[src/rtl/cnt_seq_monitor.sv]
// Sequence checker for the 2-bit 00->01->10->00 counter.
// Counts completed wraps and illegal steps; latches FAULT at the error limit.
module cnt_seq_monitor #(
    parameter int CYC_W     = 8,
    parameter int ERR_W     = 4,
    parameter int ERR_LIMIT = 3
) (
    input  logic             Clk,
    input  logic             Rst,
    input  logic             en,
    input  logic             clr,
    input  logic [1:0]       cnt_in,
    output logic             locked,
    output logic             fault,
    output logic             wrap,
    output logic             err,
    output logic             unused_seen,
    output logic [CYC_W-1:0] cycles,
    output logic [ERR_W-1:0] err_cnt
);

    typedef enum logic [1:0] {
        IDLE,
        LOCK,
        FAULT
    } state_t;

    state_t             state_q, state_d;
    logic [1:0]         prev_q, prev_d;
    logic               locked_q, locked_d;
    logic               fault_q, fault_d;
    logic               wrap_q, wrap_d;
    logic               err_q, err_d;
    logic               unused_q, unused_d;
    logic [CYC_W-1:0]   cycles_q, cycles_d;
    logic [ERR_W-1:0]   err_cnt_q, err_cnt_d;
    logic [ERR_W-1:0]   err_inc;
    logic [CYC_W-1:0]   cyc_inc;

    function automatic logic [1:0] exp_next(input logic [1:0] p);
        unique case (p)
            2'b00:   exp_next = 2'b01;
            2'b01:   exp_next = 2'b10;
            default: exp_next = 2'b00;
        endcase
    endfunction

    assign err_inc = (err_cnt_q == '1) ? err_cnt_q : err_cnt_q + 1'b1;
    assign cyc_inc = (cycles_q == '1) ? cycles_q : cycles_q + 1'b1;

    always_comb begin
        state_d   = state_q;
        prev_d    = prev_q;
        wrap_d    = 1'b0;
        err_d     = 1'b0;
        unused_d  = unused_q;
        cycles_d  = cycles_q;
        err_cnt_d = err_cnt_q;
        if (clr) begin
            state_d   = IDLE;
            prev_d    = 2'b00;
            unused_d  = 1'b0;
            cycles_d  = '0;
            err_cnt_d = '0;
        end else if (en && state_q != FAULT) begin
            if (cnt_in == 2'b11) unused_d = 1'b1;
            prev_d = cnt_in;
            unique case (state_q)
                IDLE: state_d = LOCK;
                LOCK: begin
                    if (cnt_in == exp_next(prev_q)) begin
                        // 11->00 is legal recovery, only 10->00 closes a cycle
                        if (prev_q == 2'b10) begin
                            wrap_d   = 1'b1;
                            cycles_d = cyc_inc;
                        end
                    end else begin
                        err_d     = 1'b1;
                        err_cnt_d = err_inc;
                        if (err_inc >= ERR_W'(ERR_LIMIT)) state_d = FAULT;
                    end
                end
                default: state_d = state_q;
            endcase
        end
        locked_d = (state_d == LOCK);
        fault_d  = (state_d == FAULT);
    end

    always_ff @(posedge Clk or negedge Rst) begin
        if (!Rst) begin
            state_q   <= IDLE;
            prev_q    <= 2'b00;
            locked_q  <= 1'b0;
            fault_q   <= 1'b0;
            wrap_q    <= 1'b0;
            err_q     <= 1'b0;
            unused_q  <= 1'b0;
            cycles_q  <= '0;
            err_cnt_q <= '0;
        end else begin
            state_q   <= state_d;
            prev_q    <= prev_d;
            locked_q  <= locked_d;
            fault_q   <= fault_d;
            wrap_q    <= wrap_d;
            err_q     <= err_d;
            unused_q  <= unused_d;
            cycles_q  <= cycles_d;
            err_cnt_q <= err_cnt_d;
        end
    end

    assign locked      = locked_q;
    assign fault       = fault_q;
    assign wrap        = wrap_q;
    assign err         = err_q;
    assign unused_seen = unused_q;
    assign cycles      = cycles_q;
    assign err_cnt     = err_cnt_q;

endmodule

[config.mk]
export PLATFORM = sky130hd
export DESIGN_NAME = cnt_seq_monitor
export DESIGN_NICKNAME = d
export VERILOG_FILES = /design/src/rtl/cnt_seq_monitor.sv
export SDC_FILE = /design/constraint.sdc
export NUM_CORES = 1
export LEC_CHECK = 0
export ABC_AREA = 1
export CAP_MARGIN = 15
export CORE_MARGIN = 5
export CORE_UTILIZATION = 45
export DETAILED_ROUTE_END_ITERATION = 7
export GPL_ROUTABILITY_DRIVEN = 0
export PLACE_DENSITY = 0.74
export SYNTH_ARGS = -nofsm -noshare
export SYNTH_HDL_FRONTEND = slang
export SYNTH_SLANG_ARGS = --single-unit
[constraint.sdc]
create_clock -name Clk -period 1.35 [get_ports Clk]
set_input_delay 0.135 -clock Clk [delete_from_list [all_inputs] [get_ports Clk]]
set_output_delay 0.135 -clock Clk [all_outputs]
set_load 0.01 [all_outputs]
# Word level (Yosys, flattened, before mapping)
# Index checks and enable logic that the tools add are counted.
# Widths: inputs -> output; s select.
[totals]
ff_bits = 21
input_bits = 6
output_inout_bits = 17
wordCells = 69
[op_classes]
add_sub_neg = 2
n_lt_le_gt_ge = 1
eq_ne = 12
mux = 34
n_reduce_logical = 11
[ops]
columns = ["cell", "count"]
rows = [
  ["$mux 8", 6],
  ["$mux 4", 5],
  ["$mux 2", 9],
  ["$mux 1", 12],
  ["$reduce_bool 2->1", 5],
  ["$add 8x1->8 const B", 1],
  ["$eq 8x8->1 const B", 1],
  ["$pmux 2 s2", 2],
  ["$eq 2x1->1 const B", 3],
  ["$eq 2x2->1 const B", 3],
  ["$ne 2x2->1 const B", 3],
  ["$reduce_and 5->1", 1],
  ["$add 4x1->4 const B", 1],
  ["$eq 4x4->1 const B", 1],
  ["$ge 4x2->1 const B", 1],
  ["$logic_not 2->1", 2],
  ["$reduce_and 3->1", 1],
  ["$eq 2x2->1", 1],
  ["$reduce_and 2->1", 1],
  ["$logic_and 1x1->1", 1],
]

# Logic depth before layout (Yosys ltp)
# Gate-level depths: netlist (run 1).
[depth]
word_depth = 11
mapped_depth = 11
mapped_depth_nobuf = 11

# Worst setup path after synthesis (run 1)
# No wires, ideal clock.
[synth_path]
kind = "flip-flop to flip-flop"
startpoint = "register cycles_q[0] (netlist: cycles[0])"
endpoint = "register cycles_q[0] (netlist: cycles[0])"
setup_time_ns = 0.120
arrival_time_ns = 1.323
t_required_ns = 1.230
path_slack_ns = -0.093
path_stages_with_launch = 8
path_buffers = 0
period_less_slack_ns = 1.443
path_cell_list = "dfrtp_1 > ha_1 > nand3_1 > nor2_1 > a21oi_2 > nand3_4 > o21ai_0 > nor2_1"
[synth_via]
elab_chain_cells = 7
word_cells_on_any_way = 10
cone_classes = "1 x add/sub; 2 x eq/ne; 6 x mux; 1 x reduce/logical"
[synth_lines]
columns = ["element", "line", "text"]
rows = [
  ["from (decl)", "35", "logic [CYC_W-1:0] cycles_q, cycles_d;"],
  ["from (signal assigned)", "109", "cycles_q <= cycles_d;"],
  ["$add 8x1->8", "49", "assign cyc_inc = (cycles_q == '1) ? cycles_q : cycles_q + 1'b1;"],
  ["$mux 8", "49", ""],
  ["$mux 8", "73", "if (prev_q == 2'b10) begin"],
  ["$mux 8", "71", "if (cnt_in == exp_next(prev_q)) begin"],
  ["$mux 8", "68", "unique case (state_q)"],
  ["$mux 8", "65", "end else if (en && state_q != FAULT) begin"],
  ["$mux 8", "59", "if (clr) begin"],
]
# Parallel ways exist; a longest one is shown, timed or not. The select of a mux whose other input is x is not followed.
# A chain may end at the register's enable or synchronous reset.

# Worst setup path in the final report (run 1)
# Same ends and word-level chain as after synthesis.

==> metrics, run 1 <==
Setup-failing EPs final 10; clock root cell clkbuf_4; fmax 0.712 GHz; detailed-route DRC error count 0; worst r2r src cycles[0]$_DFFE_PN0P_; fraction of layout cells with a size suffix above 1 34.9%; Final nets 204; R2R Setup Slk -0.05 ns; met1 usage 20.8%; n_diodes 0; cells on worst reg2reg path 8; TritonCTS clock tree done; Global Route met3 Usage 3.62%; grt met2 use 30.1%; Least-Margin Pin Slew 0.271 ns; vias in the first global route 1095; DR vias 1126; CP Max Fanout 8; CP startpoint kind flip-flop; post-detail-place hpwl 1.89 mm; peak supply drop 0.646 mV; Final WS setup -0.0535 ns; CTS Buffer Depth 2; initial antenna violation count 0; GRT overflow 0; Arrival @ worst endpoint 1.64 ns; normalized max-slew margin 81.9%; final wirelength 2.87 mm; WP data required 1.58 ns; first-pass GRT wire length 4.73 mm; synthesized area per cell 7.94 µm²; Area Overhead vs Synth 49.1%; via/cell ratio 5.00; initial cell density of the core 47.1%; GRT Total Usage 17.3%; maxcap violations 0; final hold violations 0; async set or reset register ratio after synthesis 100%; DRT Pass-1 Iters 5; Lkg Pwr 0.992 nW; register area share after synthesis 45.0%; type of the worst setup path flip-flop to flip-flop; fin crit share 104%; failing checks negative setup slack; die height 60.9 µm; RSZ-0062 raised after global routing yes; DR WL/cell 12.8 µm; Slew Viols, Final 0; Mapped Cells 147; Rows 18; Place WS -0.141 ns; busiest grt layer met2; mapped cell area 1170 µm²; I/O Buffers 22; Synthesis Warnings 0; PwrDens 643 nW/µm²; Main synth FF type dfrtp_1; largest net degree at the start of global routing 22; outcome finished, violations left; fill count 207; Yosys reg bits 21; Iteration-0 DRC Markers 30; Inst Count DP 208; Max Clock Skew 0.00952 ns; RR Endpoint cycles[0]$_DFFE_PN0P_; Die Wd 60.9 µm; IO Count 23; Unique masters post-synth 28; Post-synth EDFFs 0; WHS 0.156 ns; CP Capture Type flip-flop; Die ar. 3710 µm²; Hold Path Class input port to async pin; TritonCTS Buffers 3; clk slew on worst S/H paths 0.12 ns; H-tree Lvls 1; Skew-Pair Late Insertion Delay 0.30 ns; Finished Layout Cells 225; Mapped Nets 155; clock period minus worst slack 1.40 ns; Routed Antenna Nets 0; core area 2480 µm²; Num Clock Sinks 21
what timing repair did:
item | 4_1_cts | 5_1_grt
setup buffers | 12 | 1
resized for setup | 23 | 20
hold buffers | 0 | 0
cloned | 1 | 0
setup endpoints to repair | 25 | 24
pin swaps | 17 | 14
logic make-up after synthesis:
kind of cell | Yosys count | share of synthesized area (%)
AOI/OAI and AO/OA | 11 | 6.11
xor gates and xnor gates | 6 | 4.50
adders and majority gates | 2 | 2.14
buffers and inverters | 23 | 7.72
DFF | 21 | 45.0
and+or+nand+nor | 84 | 34.5
per-stage QoR:
step	instance area (µm²)	setup TNS [ns]	util (%)	total power [mW]
finish	1740	-0.384	70.3	1.12
global route	1740	-1.31	70.3	1.19
CTS	1680	-0.335	67.9	1.13
detailed placement	1520	-1.31	61.5	0.824
global placement	1520	-0.917	61.5	0.816
floorplan	1190	-0.0226	-	0.745
how the worst max path moves through the flow:
stage / slack [ns] / from / end / cells after the start
finish: -0.05 / cycles[0]$_DFFE_PN0P_ / cycles[0]$_DFFE_PN0P_ / 8
global route: -0.14 / cycles[0]$_DFFE_PN0P_ / cycles[4]$_DFFE_PN0P_ / 8
CTS: -0.05 / err_cnt[1]$_DFFE_PN0P_ / fault$_DFF_PN0_ / 11
detailed placement: -0.14 / cnt_in[1] / cycles[4]$_DFFE_PN0P_ / 9
global placement: -0.1 / cnt_in[1] / cycles[0]$_DFFE_PN0P_ / 9
floorplan: -0.009 / cycles[0]$_DFFE_PN0P_ / cycles[0]$_DFFE_PN0P_ / 8
where the power goes:
group	switching [mW]	internal, mW
clock network	0.191	0.110
registers	0.00820	0.644
logic	0.100	0.0647
total	0.300	0.819
routing by layer:
metal  share of wire [%]  wire length [µm]
met1                  42              1200
met2                  52              1490
met5                   0                 0
met3                 5.2               149
met4                0.94                27
synth_stat cells, types with 2 or more instances:
cell	n	share of area (%)
nor3_1	2	0.86
o21ai_0	4	1.7
xor2_1	5	3.8
inv_1	16	5.1
nor2_2	2	1.1
dfrtp_1	21	45
nand4_1	2	1.1
nor2_1	10	3.2
nand3b_1	3	1.9
a21oi_2	2	1.5
ha_1	2	2.1
nand3_1	19	8.1
nand2_2	2	1.1
inv_2	3	0.96
a21oi_1	2	0.86
nand2_1	40	13
final cells by class:
type / instances / area, µm² / share of cell area (%)
multi-input combinational: 104 / 659 / 37.9
sequential: 21 / 531 / 30.5
timing repair buffer: 45 / 400 / 23.0
inverter: 21 / 85.1 / 4.89
tap: 30 / 37.5 / 2.16
clock buffer: 3 / 22.5 / 1.29
clock inverter: 1 / 5.00 / 0.288
critical path, cell delays in order (launching register included):
cell and delay (ns):
dfrtp_1 0.41, ha_2 0.22, nand3_4 0.07, nor2_4 0.05
a21oi_4 0.19, nand3_4 0.14, inv_6 0.12, nor2_2 0.04
nor2_1 0.10
registers in the layout, indices dropped and copies added, names as in the netlist:
signal,count
prev_q,2
unused_seen,1
cycles,8
state_q,2
err_cnt,4
fault,1
wrap,1
locked,1
err,1
cells in the final DEF, fill, tap and decap left out:
cell type,Yosys,routed
inv_6,0,1
clkinv_2,0,2
nor2_1,10,8
nand3_1,19,14
nand2_4,1,1
a32o_1,1,1
a21oi_1,2,2
clkdlybuf4s15_1,0,2
buf_4,0,23
nor2_2,2,3
dlymetal6s2s_1,0,7
a21oi_2,2,1
nand3b_1,3,3
inv_2,3,5
a21oi_4,0,1
nand3_2,1,5
nor3_1,2,2
xnor2_1,1,1
o21ai_2,1,3
nand3_4,1,3
nand4_1,2,2
dlygate4sd2_1,0,8
nand2_1,40,33
clkbuf_4,0,3
inv_1,16,14
dfrtp_1,21,17
xor2_1,5,5
clkdlybuf4s50_1,0,5
nand2_2,2,9
ha_2,0,1
nor2_4,1,2
o21ai_0,4,3
ha_4,0,1
dfrtp_2,0,4
No activity file was read; power rests on OpenSTA's default activity.
==> run 2, diff against run 1 <==
Settings changed: CORE_UTILIZATION 45 to 25, PLACE_DENSITY 0.74 to not set.
==> run 2 against run 1 <==
Compared with the run above: the flow still finishes with violations (negative setup slack); clock skew down 0.0065 ns; non-clock buffer count up 1; global-route usage down 7.6 points; sequential power about the same; design area up 2.5%; flip-flop and latch count unchanged.
==> metrics, run 2 (same netlist as run 1, synthesis figures left out) <==
Setup-failing EPs final 8; H-tree Lvls 1; post-detail-place hpwl 1.88 mm; initial cell density of the core 26.3%; n_diodes 0; Num Clock Sinks 21; type of the worst setup path flip-flop to flip-flop; fin crit share 102%; clk slew on worst S/H paths 0.08 ns; final hold violations 0; Core Util, Final 40.1%; worst r2r src cycles[0]$_DFFE_PN0P_; Final nets 205; Area Overhead vs Synth 52.8%; setup TNS -0.0756 ns; fraction of layout cells with a size suffix above 1 35.2%; busiest grt layer met2; cells on worst reg2reg path 8; Rows 24; maxcap violations 0; DR WL/cell 11.7 µm; CP Max Fanout 8; Iteration-0 DRC Markers 57; grt met2 use 15.8%; TritonCTS clock tree done; peak supply drop 0.284 mV; Final WS setup -0.0223 ns; normalized max-slew margin 81.5%; IO Count 23; initial antenna violation count 0; clock period minus worst slack 1.37 ns; Slew Viols, Final 0; GRT overflow 0; CP startpoint kind flip-flop; Die ar. 6140 µm²; Lkg Pwr 0.933 nW; Die Wd 78.3 µm; I/O Buffers 22; TritonCTS Buffers 3; Routed Antenna Nets 0; largest net degree at the start of global routing 22; core area 4440 µm²; R2R Setup Slk -0.02 ns; CP Capture Type flip-flop; PwrDens 701 nW/µm²; Arrival @ worst endpoint 1.57 ns; failing checks negative setup slack; max FFs per register 8; fmax 0.729 GHz; final wirelength 2.89 mm; post-cts hold buffer count 0; GRT Total Usage 9.69%; CTS Buffer Depth 2; Hold Path Class input port to async pin; first-pass GRT wire length 4.82 mm; Skew-Pair Late Insertion Delay 0.26 ns; via/cell ratio 4.48; Global Route met3 Usage 1.95%; clock root cell clkbuf_8; die height 78.3 µm; RSZ-0062 raised after global routing yes; commonest non-fill, non-tap cell in the layout nand2_1; RR Endpoint cycles[3]$_DFFE_PN0P_; most frequent cells in the layout 33 x nand2_1, 24 x buf_4, 15 x nand3_1, 15 x dfrtp_1, 13 x inv_1; vias in the first global route 1095; DRT Pass-1 Iters 4; met1 usage 12.4%; Least-Margin Pin Slew 0.277 ns; WP data required 1.55 ns; detailed-route DRC error count 0; DR vias 1110; Max Clock Skew 0.00297 ns; outcome finished, violations left
## run 2: changes by cell type in the layout (fill, tap and decap cells not counted), moves of 3 or more
cell,change
clkdlybuf4s50_1,+5
dlymetal6s2s_1,-4
clkbuf_4,-3
clkbuf_8,+3
## run 2: cell type report
| cell class | instances | area (µm²) |
|---|---|---|
| fillers | 452 | 2660 |
| flip-flops and latches | 21 | 533 |
| inverters | 21 | 83.8 |
| clock buffers | 3 | 41.3 |
| well taps | 52 | 65.1 |
| multi-input cells | 104 | 659 |
| repair buffers | 46 | 397 |
| clock inverters | 1 | 5.00 |
## run 2: what timing repair did
action | CTS | global route
resized for setup | 18 | 19
gates cloned | 1 | 0
setup endpoints to repair | 22 | 19
pin swaps | 7 | 13
setup buffers | 8 | 4
## run 2: routing by layer
metal / wire (µm) / vias up
li1: - / 569
met1: 1280 / 511
met2: 1440 / 24
met3: 138 / 6
met4: 36 / 0
met5: 0 / -
## run 2: where the power goes
part | switching, mW | total, mW | internal (mW) | leakage [nW]
combinational | 0.103 | 0.179 | 0.0768 | 0.630
clock | 0.213 | 0.419 | 0.206 | 0.0255
sequential | 0.00948 | 0.653 | 0.643 | 0.278
total | 0.325 | 1.25 | 0.926 | 0.933
## run 2: through the flow
step                      hold WS [ns]  instance area [µm²]  total power [mW]  worst slack, ns  instances
after floorplan                 -0.161                 1190             0.745         -0.00893        147
after detailed placement         0.477                 1560             0.823           -0.144        231
after global placement           0.468                 1560             0.822           -0.106        231
after global routing             0.246                 1780              1.32           -0.114        248
after CTS                        0.212                 1690              1.26          -0.0272        244
final                            0.209                 1780              1.25          -0.0223        248
## run 2: how the worst max path moves through the flow
stage / cells past startpoint / endpoint / from / slack (ns)
6_report: 8 / cycles[3]$_DFFE_PN0P_ / cycles[0]$_DFFE_PN0P_ / -0.02
3_3_place_gp: 9 / cycles[7]$_DFFE_PN0P_ / cnt_in[1] / -0.11
4_1_cts: 11 / state_q[1]$_DFF_PN0_ / err_cnt[1]$_DFFE_PN0P_ / -0.03
2_1_floorplan: 8 / cycles[0]$_DFFE_PN0P_ / cycles[0]$_DFFE_PN0P_ / -0.009
3_5_place_dp: 9 / cycles[0]$_DFFE_PN0P_ / cnt_in[1] / -0.14
5_1_grt: 7 / cycles[3]$_DFFE_PN0P_ / state_q[1]$_DFF_PN0_ / -0.11
## run 2: worst max-delay path: stages, from the launching register on
cell and delay [ns]:
dfrtp_1 0.39, ha_2 0.21, nand3_4 0.08, nor2_4 0.05, a21oi_4 0.17, nand3_4 0.14
inv_6 0.12, nand3b_1 0.08, nand2_1 0.08
==> run 3, diff against run 2 <==
Settings changed: ABC_AREA 1 to not set.
==> run 3 against run 2 <==
Compared with the run above: the flow still finishes with violations (negative setup slack); cell count shrank 4.4%; worst hold slack gained 0.0073 ns; synthesized cell count shrank 27%; combinational power grew 25%; critical endpoint is now cycles[5]$_DFFE_PN0P_; largest power group unchanged.
==> metrics, run 3 <==
outcome finished, violations left; failing checks negative setup slack; Die ar. 5760 µm²; Inst Count DP 211; initial cell density of the core 25.3%; GRT Total Usage 12.1%; commonest non-fill, non-tap cell in the layout buf_4; vias in the first global route 1277; peak supply drop 0.302 mV; register area share after synthesis 48.4%; final hold violations 0; Yosys top cell area share 48.4%; largest delay contributor family on the critical path simple AND/OR/NAND/NOR gates; Skew-Pair Late Insertion Delay 0.26 ns; Setup-failing EPs final 17; Max stage delay on crit path 0.51 ns; TritonCTS clock tree done; initial antenna violation count 0; GRT overflow 0; I/O Buffers 22; Final Power 1.30 mW; first-pass GRT wire length 5.84 mm; fin crit share 118%; type of the worst setup path flip-flop to flip-flop; async set or reset register ratio after synthesis 100%; fill count 401; detailed-route DRC error count 0; Yosys reg bits 21; Iteration-0 DRC Markers 57; Post-synth EDFFs 0; RSZ-0062 raised after global routing yes; Place WS -0.643 ns; die height 75.9 µm; CP Max Fanout 4; Unique masters post-synth 38; most frequent cells in the layout 46 x buf_4, 18 x dfrtp_1, 12 x dlygate4sd2_1, 9 x clkdlybuf4s50_1; Rows 24; Hold Path Class input port to async pin; Num Clock Sinks 21; TritonCTS Buffers 3; Arrival @ worst endpoint 1.79 ns; Slowest-stage cell, CP or4_1; post-detail-place hpwl 2.29 mm; via/cell ratio 4.99; Core Util, Final 46.1%; IO Count 23; PwrDens 658 nW/µm²; mapped cell area 1090 µm²; n_diodes 0; fmax 0.626 GHz; Least-Margin Pin Slew 0.310 ns; Routed Antenna Nets 0; CP startpoint kind flip-flop; synthesized area per cell 10.1 µm²; post-cts hold buffer count 0; final wirelength 3.38 mm; crit-path cells nor4b_4 > o211ai_4 > or4_1 > a21oi_1; Slew Viols, Final 0; most frequent cells after synthesis 21 x dfrtp_1, 11 x a21oi_1, 7 x nand2_1, 7 x nor2_1; CTS Buffer Depth 2; DRT Pass-1 Iters 4; H-tree Lvls 1; Area Overhead vs Synth 82.1%; WP data required 1.54 ns; maxcap violations 0; Main synth FF type dfrtp_1; most numerous cell in the Yosys netlist dfrtp_1; core area 4290 µm²; Final nets 194; fraction of layout cells with a size suffix above 1 47.0%; DR vias 1183; max FFs per register 8; WP buf/inv 0; Die Wd 75.9 µm; DR WL/cell 14.3 µm; setup TNS -2.70 ns; Lkg Pwr 0.936 nW; CP Capture Type flip-flop; clock root cell clkbuf_8; clk slew on worst S/H paths 0.08 ns; normalized max-slew margin 79.3%; largest net degree at the start of global routing 22; Mapped Cells 108; Finished Layout Cells 237; Mapped Nets 116; Final WS setup -0.246 ns; leading area contributor after synthesis dfrtp_1; Max Clock Skew 0.00163 ns; Synthesis Warnings 0; Area contributors post-synth dfrtp_1 48%, a21oi_1 5.1%, nand3_1 2.8%; clock period minus worst slack 1.60 ns
==> run 3: cell count changes in the layout (fill, tap and decap cells not counted), moves of 4 or more <==
cell / before / now
inv_1: 13 / 6
a21oi_1: 2 / 6
buf_4: 24 / 46
a21oi_2: 1 / 5
nand3_4: 4 / 0
nand3_1: 15 / 4
xor2_1: 5 / 1
nand2_1: 33 / 7
inv_2: 6 / 0
nand2_2: 9 / 0
buf_6: 0 / 7
==> run 3: layer usage <==
metal  routed length (µm)  track usage (%)  part of all wire, %
met1                 1280             12.3                   38
met2                 1980             23.9                   59
met3                   86             1.54                  2.5
met4                   27             4.98                 0.80
met5                    0                0                    0
==> run 3: area by class of cell <==
| type | instances | area (µm²) | share of cell area [%] |
|---|---|---|---|
| Timing Repair Buffer | 75 | 632 | 31.9 |
| Sequential cell | 21 | 529 | 26.8 |
| Tap cell | 52 | 65.1 | 3.29 |
| Inverter | 6 | 22.5 | 1.14 |
| Clock buffer | 4 | 45.0 | 2.28 |
| Multi-Input combinational cell | 79 | 684 | 34.6 |
==> run 3: logic make-up after synthesis <==
| group | synth area share (%) |
|---|---|
| adder cells (fa/ha/maj) | 2.30 |
| AO/OA/AOI/OAI | 18.3 |
| XOR/XNOR | 0.807 |
| AND/OR/NAND/NOR | 24.5 |
| buffers and inverters | 2.77 |
| flip-flops | 48.4 |
| multiplexers | 2.88 |
==> run 3: through the flow <==
step,instance area [µm²],hold slack [ns]
after global routing,1980,0.242
after global placement,1630,0.499
after detailed placement,1630,0.511
after floorplan,1120,-0.161
final,1980,0.216
after CTS,1910,0.223
==> run 3: path summary, 6_finish.rpt <==
check / cells after the start / to / slack, ns / from
hold / removal: 2 / err_cnt[1]$_DFFE_PN0P_ / 0.22 / Rst
min in group Clk: 2 / unused_seen$_DFFE_PN0P_ / 0.53 / unused_seen$_DFFE_PN0P_
setup / recovery: 4 / cycles[5]$_DFFE_PN0P_ / -0.25 / prev_q[0]$_DFFE_PN0P_
setup reg to reg: 4 / cycles[5]$_DFFE_PN0P_ / -0.25 / prev_q[0]$_DFFE_PN0P_
hold reg to reg: 2 / unused_seen$_DFFE_PN0P_ / 0.53 / unused_seen$_DFFE_PN0P_
max in group asynchronous: 2 / err_cnt[3]$_DFFE_PN0P_ / 0.89 / Rst
==> run 3: report_power, final <==
group          switching (mW)  total, mW  internal (mW)
Sequential             0.0123      0.656          0.643
Combinational           0.106      0.224          0.118
Clock                   0.212      0.422          0.210
==> run 3: repair_timing <==
| action | 4_1_cts | 5_1_grt |
|---|---|---|
| gates cloned | 0 | 0 |
| pin swaps | 14 | 10 |
| endpoints found under the setup margin | 28 | 18 |
| resized for setup | 38 | 9 |
| setup buffers | 18 | 5 |
